**src/rtl/alu_arbiter.sv**
```systemverilog
// Two-requester round-robin front end for one shared ALU: grants a request,
// drives the ALU for a fixed latency, then returns the captured result.
module alu_arbiter #(
  parameter int WIDTH     = 8,
  parameter int CMD_WIDTH = 4,
  parameter int ALU_LAT   = 2
) (
  input  logic                   clk,
  input  logic                   rst,
  input  logic [1:0]             req_valid,
  output logic [1:0]             req_ready,
  input  logic [2*WIDTH-1:0]     req_opa,
  input  logic [2*WIDTH-1:0]     req_opb,
  input  logic [2*CMD_WIDTH-1:0] req_cmd,
  input  logic [1:0]             req_mode,
  input  logic [1:0]             req_cin,
  output logic                   rsp_valid,
  input  logic                   rsp_ready,
  output logic                   rsp_id,
  output logic [2*WIDTH-1:0]     rsp_res,
  output logic                   rsp_cout,
  output logic                   rsp_oflow,
  output logic                   rsp_err,
  output logic [2:0]             rsp_egl,
  output logic                   alu_ce,
  output logic [1:0]             alu_inp_valid,
  output logic [WIDTH-1:0]       alu_opa,
  output logic [WIDTH-1:0]       alu_opb,
  output logic [CMD_WIDTH-1:0]   alu_cmd,
  output logic                   alu_mode,
  output logic                   alu_cin,
  input  logic [2*WIDTH-1:0]     alu_res,
  input  logic                   alu_cout,
  input  logic                   alu_oflow,
  input  logic                   alu_e,
  input  logic                   alu_g,
  input  logic                   alu_l,
  input  logic                   alu_err,
  output logic                   busy,
  output logic [1:0]             dbg_state
);

  // Handshakes: a request transfers on the edge where req_valid[i] & req_ready[i];
  // a response retires on the edge where rsp_valid & rsp_ready.

  localparam int CNT_W = $clog2(ALU_LAT + 1);

  typedef enum logic [1:0] {
    S_IDLE  = 2'd0,
    S_ISSUE = 2'd1,
    S_WAIT  = 2'd2,
    S_RESP  = 2'd3
  } state_t;

  state_t               state_q;
  logic                 last_grant_q;
  logic [CNT_W-1:0]     cnt_q;
  logic [WIDTH-1:0]     opa_q, opb_q;
  logic [CMD_WIDTH-1:0] cmd_q;
  logic                 mode_q, cin_q;
  logic                 ce_q;
  logic [1:0]           inp_valid_q;
  logic                 rsp_valid_q, rsp_id_q;
  logic [2*WIDTH-1:0]   rsp_res_q;
  logic                 rsp_cout_q, rsp_oflow_q, rsp_err_q;
  logic [2:0]           rsp_egl_q;

  logic [1:0]           grant;
  logic                 gidx;
  logic                 xfer;
  logic [WIDTH-1:0]     opa_d, opb_d;
  logic [CMD_WIDTH-1:0] cmd_d;
  logic                 mode_d, cin_d;

  // On a tie the requester that did not win last time is granted.
  always_comb begin
    grant = 2'b00;
    if (rst && (state_q == S_IDLE)) begin
      case (req_valid)
        2'b01:   grant = 2'b01;
        2'b10:   grant = 2'b10;
        2'b11:   grant = last_grant_q ? 2'b01 : 2'b10;
        default: grant = 2'b00;
      endcase
    end
  end

  assign gidx   = grant[1];
  assign xfer   = |(req_valid & grant);
  assign opa_d  = gidx ? req_opa[2*WIDTH-1:WIDTH] : req_opa[WIDTH-1:0];
  assign opb_d  = gidx ? req_opb[2*WIDTH-1:WIDTH] : req_opb[WIDTH-1:0];
  assign cmd_d  = gidx ? req_cmd[2*CMD_WIDTH-1:CMD_WIDTH] : req_cmd[CMD_WIDTH-1:0];
  assign mode_d = req_mode[gidx];
  assign cin_d  = req_cin[gidx];

  always_ff @(posedge clk or negedge rst) begin
    if (!rst) begin
      state_q      <= S_IDLE;
      last_grant_q <= 1'b1;
      cnt_q        <= '0;
      opa_q        <= '0;
      opb_q        <= '0;
      cmd_q        <= '0;
      mode_q       <= 1'b0;
      cin_q        <= 1'b0;
      ce_q         <= 1'b0;
      inp_valid_q  <= 2'b00;
      rsp_valid_q  <= 1'b0;
      rsp_id_q     <= 1'b0;
      rsp_res_q    <= '0;
      rsp_cout_q   <= 1'b0;
      rsp_oflow_q  <= 1'b0;
      rsp_err_q    <= 1'b0;
      rsp_egl_q    <= 3'b000;
    end else begin
      case (state_q)
        S_IDLE: begin
          if (xfer) begin
            opa_q        <= opa_d;
            opb_q        <= opb_d;
            cmd_q        <= cmd_d;
            mode_q       <= mode_d;
            cin_q        <= cin_d;
            rsp_id_q     <= gidx;
            last_grant_q <= gidx;
            ce_q         <= 1'b1;
            inp_valid_q  <= 2'b11;
            state_q      <= S_ISSUE;
          end
        end
        S_ISSUE: begin
          cnt_q   <= CNT_W'(ALU_LAT);
          state_q <= S_WAIT;
        end
        S_WAIT: begin
          cnt_q <= cnt_q - 1'b1;
          if (cnt_q == CNT_W'(1)) begin
            rsp_res_q   <= alu_res;
            rsp_cout_q  <= alu_cout;
            rsp_oflow_q <= alu_oflow;
            rsp_err_q   <= alu_err;
            rsp_egl_q   <= {alu_e, alu_g, alu_l};
            rsp_valid_q <= 1'b1;
            ce_q        <= 1'b0;
            inp_valid_q <= 2'b00;
            state_q     <= S_RESP;
          end
        end
        S_RESP: begin
          if (rsp_ready) begin
            rsp_valid_q <= 1'b0;
            state_q     <= S_IDLE;
          end
        end
        default: state_q <= S_IDLE;
      endcase
    end
  end

  assign req_ready     = grant;
  assign rsp_valid     = rsp_valid_q;
  assign rsp_id        = rsp_id_q;
  assign rsp_res       = rsp_res_q;
  assign rsp_cout      = rsp_cout_q;
  assign rsp_oflow     = rsp_oflow_q;
  assign rsp_err       = rsp_err_q;
  assign rsp_egl       = rsp_egl_q;
  assign alu_ce        = ce_q;
  assign alu_inp_valid = inp_valid_q;
  assign alu_opa       = opa_q;
  assign alu_opb       = opb_q;
  assign alu_cmd       = cmd_q;
  assign alu_mode      = mode_q;
  assign alu_cin       = cin_q;
  assign busy          = (state_q != S_IDLE);
  assign dbg_state     = state_q;

endmodule

```
**config.mk**
```make
export PLATFORM = sky130hd
export DESIGN_NAME = alu_arbiter
export DESIGN_NICKNAME = d
export VERILOG_FILES = /design/src/rtl/alu_arbiter.sv
export SDC_FILE = /design/constraint.sdc
export NUM_CORES = 1
export LEC_CHECK = 0
export ABC_AREA = 0
export CAP_MARGIN = 15
export CORE_UTILIZATION = 50
export CTS_BUF_LIST = sky130_fd_sc_hd__clkbuf_4
export DETAILED_ROUTE_END_ITERATION = 7
export DONT_BUFFER_PORTS = 1
export PLACE_DENSITY_LB_ADDON = 0.2
export SYNTH_ARGS = -nofsm -noshare
export SYNTH_HDL_FRONTEND = slang
export SYNTH_SLANG_ARGS = --single-unit
```
**constraint.sdc**
```tcl
create_clock -name clk -period 2.3 [get_ports clk]
set_input_delay 0.46 -clock clk [delete_from_list [all_inputs] [get_ports clk]]
set_output_delay 0.46 -clock clk [all_outputs]
set_load 0.01 [all_outputs]
```
==> results.txt <==
Syn Inst Count: 220
Avg Cell Area, Syn: 10.6 sq um
Die W: 70.4 um
most frequent cell after synthesis: dfrtp_1
Worst EP required: 1840 ps
setup slack, reg-to-reg: 370 ps
via count: 1694
largest net degree at the start of global routing: 53
global-route wire length before repair: 8540 um
async set-reset flop share out of synthesis: 1.00
clock sinks: 52
ant diodes: 0
Worst Path Arrival: 1680 ps
Primary FF master, synth: dfrtp_1
Routed Antenna Nets: 0
Yosys top cell by area: dfrtp_1
status: finished clean
layout cells sized above 1: 0.174
Crit Path Class: reg -> out
GP Congestion: 0.850
First-pass DRT Iterations: 4
Setup TNS: 0 ps
vias per inst: 6.27
Final Hold Vio Count: 0
Starting Density: 0.530
clock power share: 0.121
delay of the slowest cell on the worst path: 450 ps
post-CTS setup buffers: 0
Core Area: 4410 sq um
worst skew pair latency: 350 ps
Reg clk slew, reported paths: 140 ps
Slew headroom: 0.598
maxcap violations: 0
Remaining Overflow, GRT: 0
Logic pwr share: 0.303
CP Capture Type: output pin
CTS tree: built
drt drc: 0
root buffer cell: clkbuf_4
post-DR wirelength/cell: 19.8 um
leakage power: 1.04 nW
Seq pwr share: 0.575
Psw: 1.36 mW
io pins: 125
chip height: 70.4 um
DRT Wirelength: 5350 um
Internal: 1.98 mW
Max clock buf depth: 2
Setup crit start kind: flop
H-tree depth: 2
Nets: 293
Die Area: 4960 sq um
pwr/cell area: 1360 nW/um^2
dpl hpwl: 3750 um
all-layer global routing usage: 0.221
Sw Ratio: 0.407
kind of cell adding the most delay to the critical path: flip-flops
Design Power: 3.34 mW
number of synthesized flops with an enable pin: 0
maximum VDD drop: 0.693 mV
Worst Tran Pin Value: 602 ps
Crit-path slowest cell: dfrtp_1
Syn. warnings: 0
Final Setup Violations: 0
area of the mapped netlist: 2340 sq um
Worst Path Buf+Inv: 2
commonest cells in the netlist: dfrtp_1 (51), o21ai_0 (28), a21oi_1 (26)
Fill cells: 401
Slew Limit Fails: 0
Highest Clock Rate: 468 MHz
Tmin final: 2140 ps
CTS Buf Count: 5
CP Cell Sequence: inv_1 > ha_1 > buf_4 > nand2_1 > nor2_1
initial antenna violation count: 0
Synth top area share: 0.545
number of global-route vias before repair: 1754
Area contributors post-synth: dfrtp_1 (55%), mux2_2 (11%), o21ai_0 (6.0%)
post-synth cell types: 24
Area growth syn-to-layout: 5.13%
final period utilization: 0.929
I/O Buffers: 0
RSZ-0062 raised after global routing: false
Post-Syn Nets: 296
Worst Clk Skew: 2.86 ps
post-synthesis sequential area ratio: 0.556
worst min-delay path category: in -> reg
Cell Rows: 24
FF+latch count, synth: 52
1st-iter DRT viols: 125
crit-path max FO: 5
## per-layer routing
layer / vias to the layer above / global-route usage / share of wire
met2: 98 / 0.375 / 0.50
met5: - / 0 / 0
li1: 767 / - / -
met1: 824 / 0.266 / 0.39
met3: 5 / 0.0808 / 0.098
met4: 0 / 0.0533 / 0.010
## sequential cells by signal (all words and copies together) (netlist names)
register / cells
alu_opa: 8
alu_cmd: 4
rsp_id: 1
rsp_err: 1
alu_cin: 1
last_grant_q: 1
rsp_egl: 3
rsp_oflow: 1
rsp_cout: 1
rsp_valid: 1
cnt_q: 2
rsp_res: 16
alu_mode: 1
alu_inp_valid: 1
dbg_state: 2
alu_opb: 8
## worst reg2reg max path: cells and delay by family (launching register included)
kind / cells / cell delay (ps)
flops: 1 / 500
mux: 1 / 380
buf+inv: 2 / 270
fa+ha+maj: 1 / 240
compound gates: 1 / 440
## what timing repair did
| item | in CTS | in global routing |
|---|---|---|
| hold buffers | 2 | 0 |
| hold endpoints to repair | 52 | 0 |
| gates resized for setup | 0 | 0 |
## per-stage QoR
stage	area [sq um]	std cells	util	hold slack, ps	setup WS [ps]
2_1_floorplan	2340	220	-	164	526
6_report	2460	270	0.558	232	164
3_5_place_dp	2360	259	0.535	165	406
4_1_cts	2450	269	0.556	217	146
5_1_grt	2460	270	0.558	206	38.6
3_3_place_gp	2360	259	0.535	165	536
## power by group through the flow
stage               Combinational [mW]  Clock [mW]  Sequential (mW)
floorplan                        0.836           0             1.84
global placement                 0.904           0             1.93
detailed placement               0.986           0             1.95
CTS                               1.01       0.419             1.93
global route                      1.15       0.457             1.97
finish                            1.01       0.405             1.92
## logic make-up (layout without fill, tap and decap cells)
group / Yosys count / in the layout / share of synthesized area
muxes: 24 / 24 / 0.115
buffers and inverters: 27 / 25 / 0.0502
adders and majority gates: 5 / 5 / 0.0267
and+or+nand+nor: 31 / 31 / 0.0524
DFF: 52 / 52 / 0.556
AOI/OAI and AO/OA: 81 / 81 / 0.199
## cell usage in the layout (no fill, tap or decap), types with 3 or more instances in the layout
master    count
dfrtp_1      51
o21ai_0      28
a21oi_1      26
nor2_1       25
a31oi_1      22
mux2_2       22
inv_1         9
clkbuf_4      6
buf_4         6
ha_1          5
nand2_1       3
## final timing paths
| path | from | to | cells after the start |
|---|---|---|---|
| setup / recovery | dbg_state[0] | req_ready[0] | 5 |
| hold / removal | req_opa[15] | alu_opa[7] | 2 |
| setup reg to reg | dbg_state[1] | dbg_state[1] | 5 |
| hold reg to reg | last_grant_q | last_grant_q | 2 |
| max in group asynchronous | rst | last_grant_q | 2 |
| min in group asynchronous | rst | rsp_res[9] | 2 |
## final cells by class
cell class                      instances  area [sq um]  area share
Tap cell                               52          65.1      0.0264
Inverter                                9          33.8      0.0137
Timing Repair Buffer                    8          82.6      0.0336
Clock buffer                            6          45.0      0.0183
Multi-Input combinational cell        141           921       0.374
Clock inverter                          2          11.3     0.00458
Sequential cell                        52          1300       0.529
Note: power is estimated with default switching activity, not from simulation.
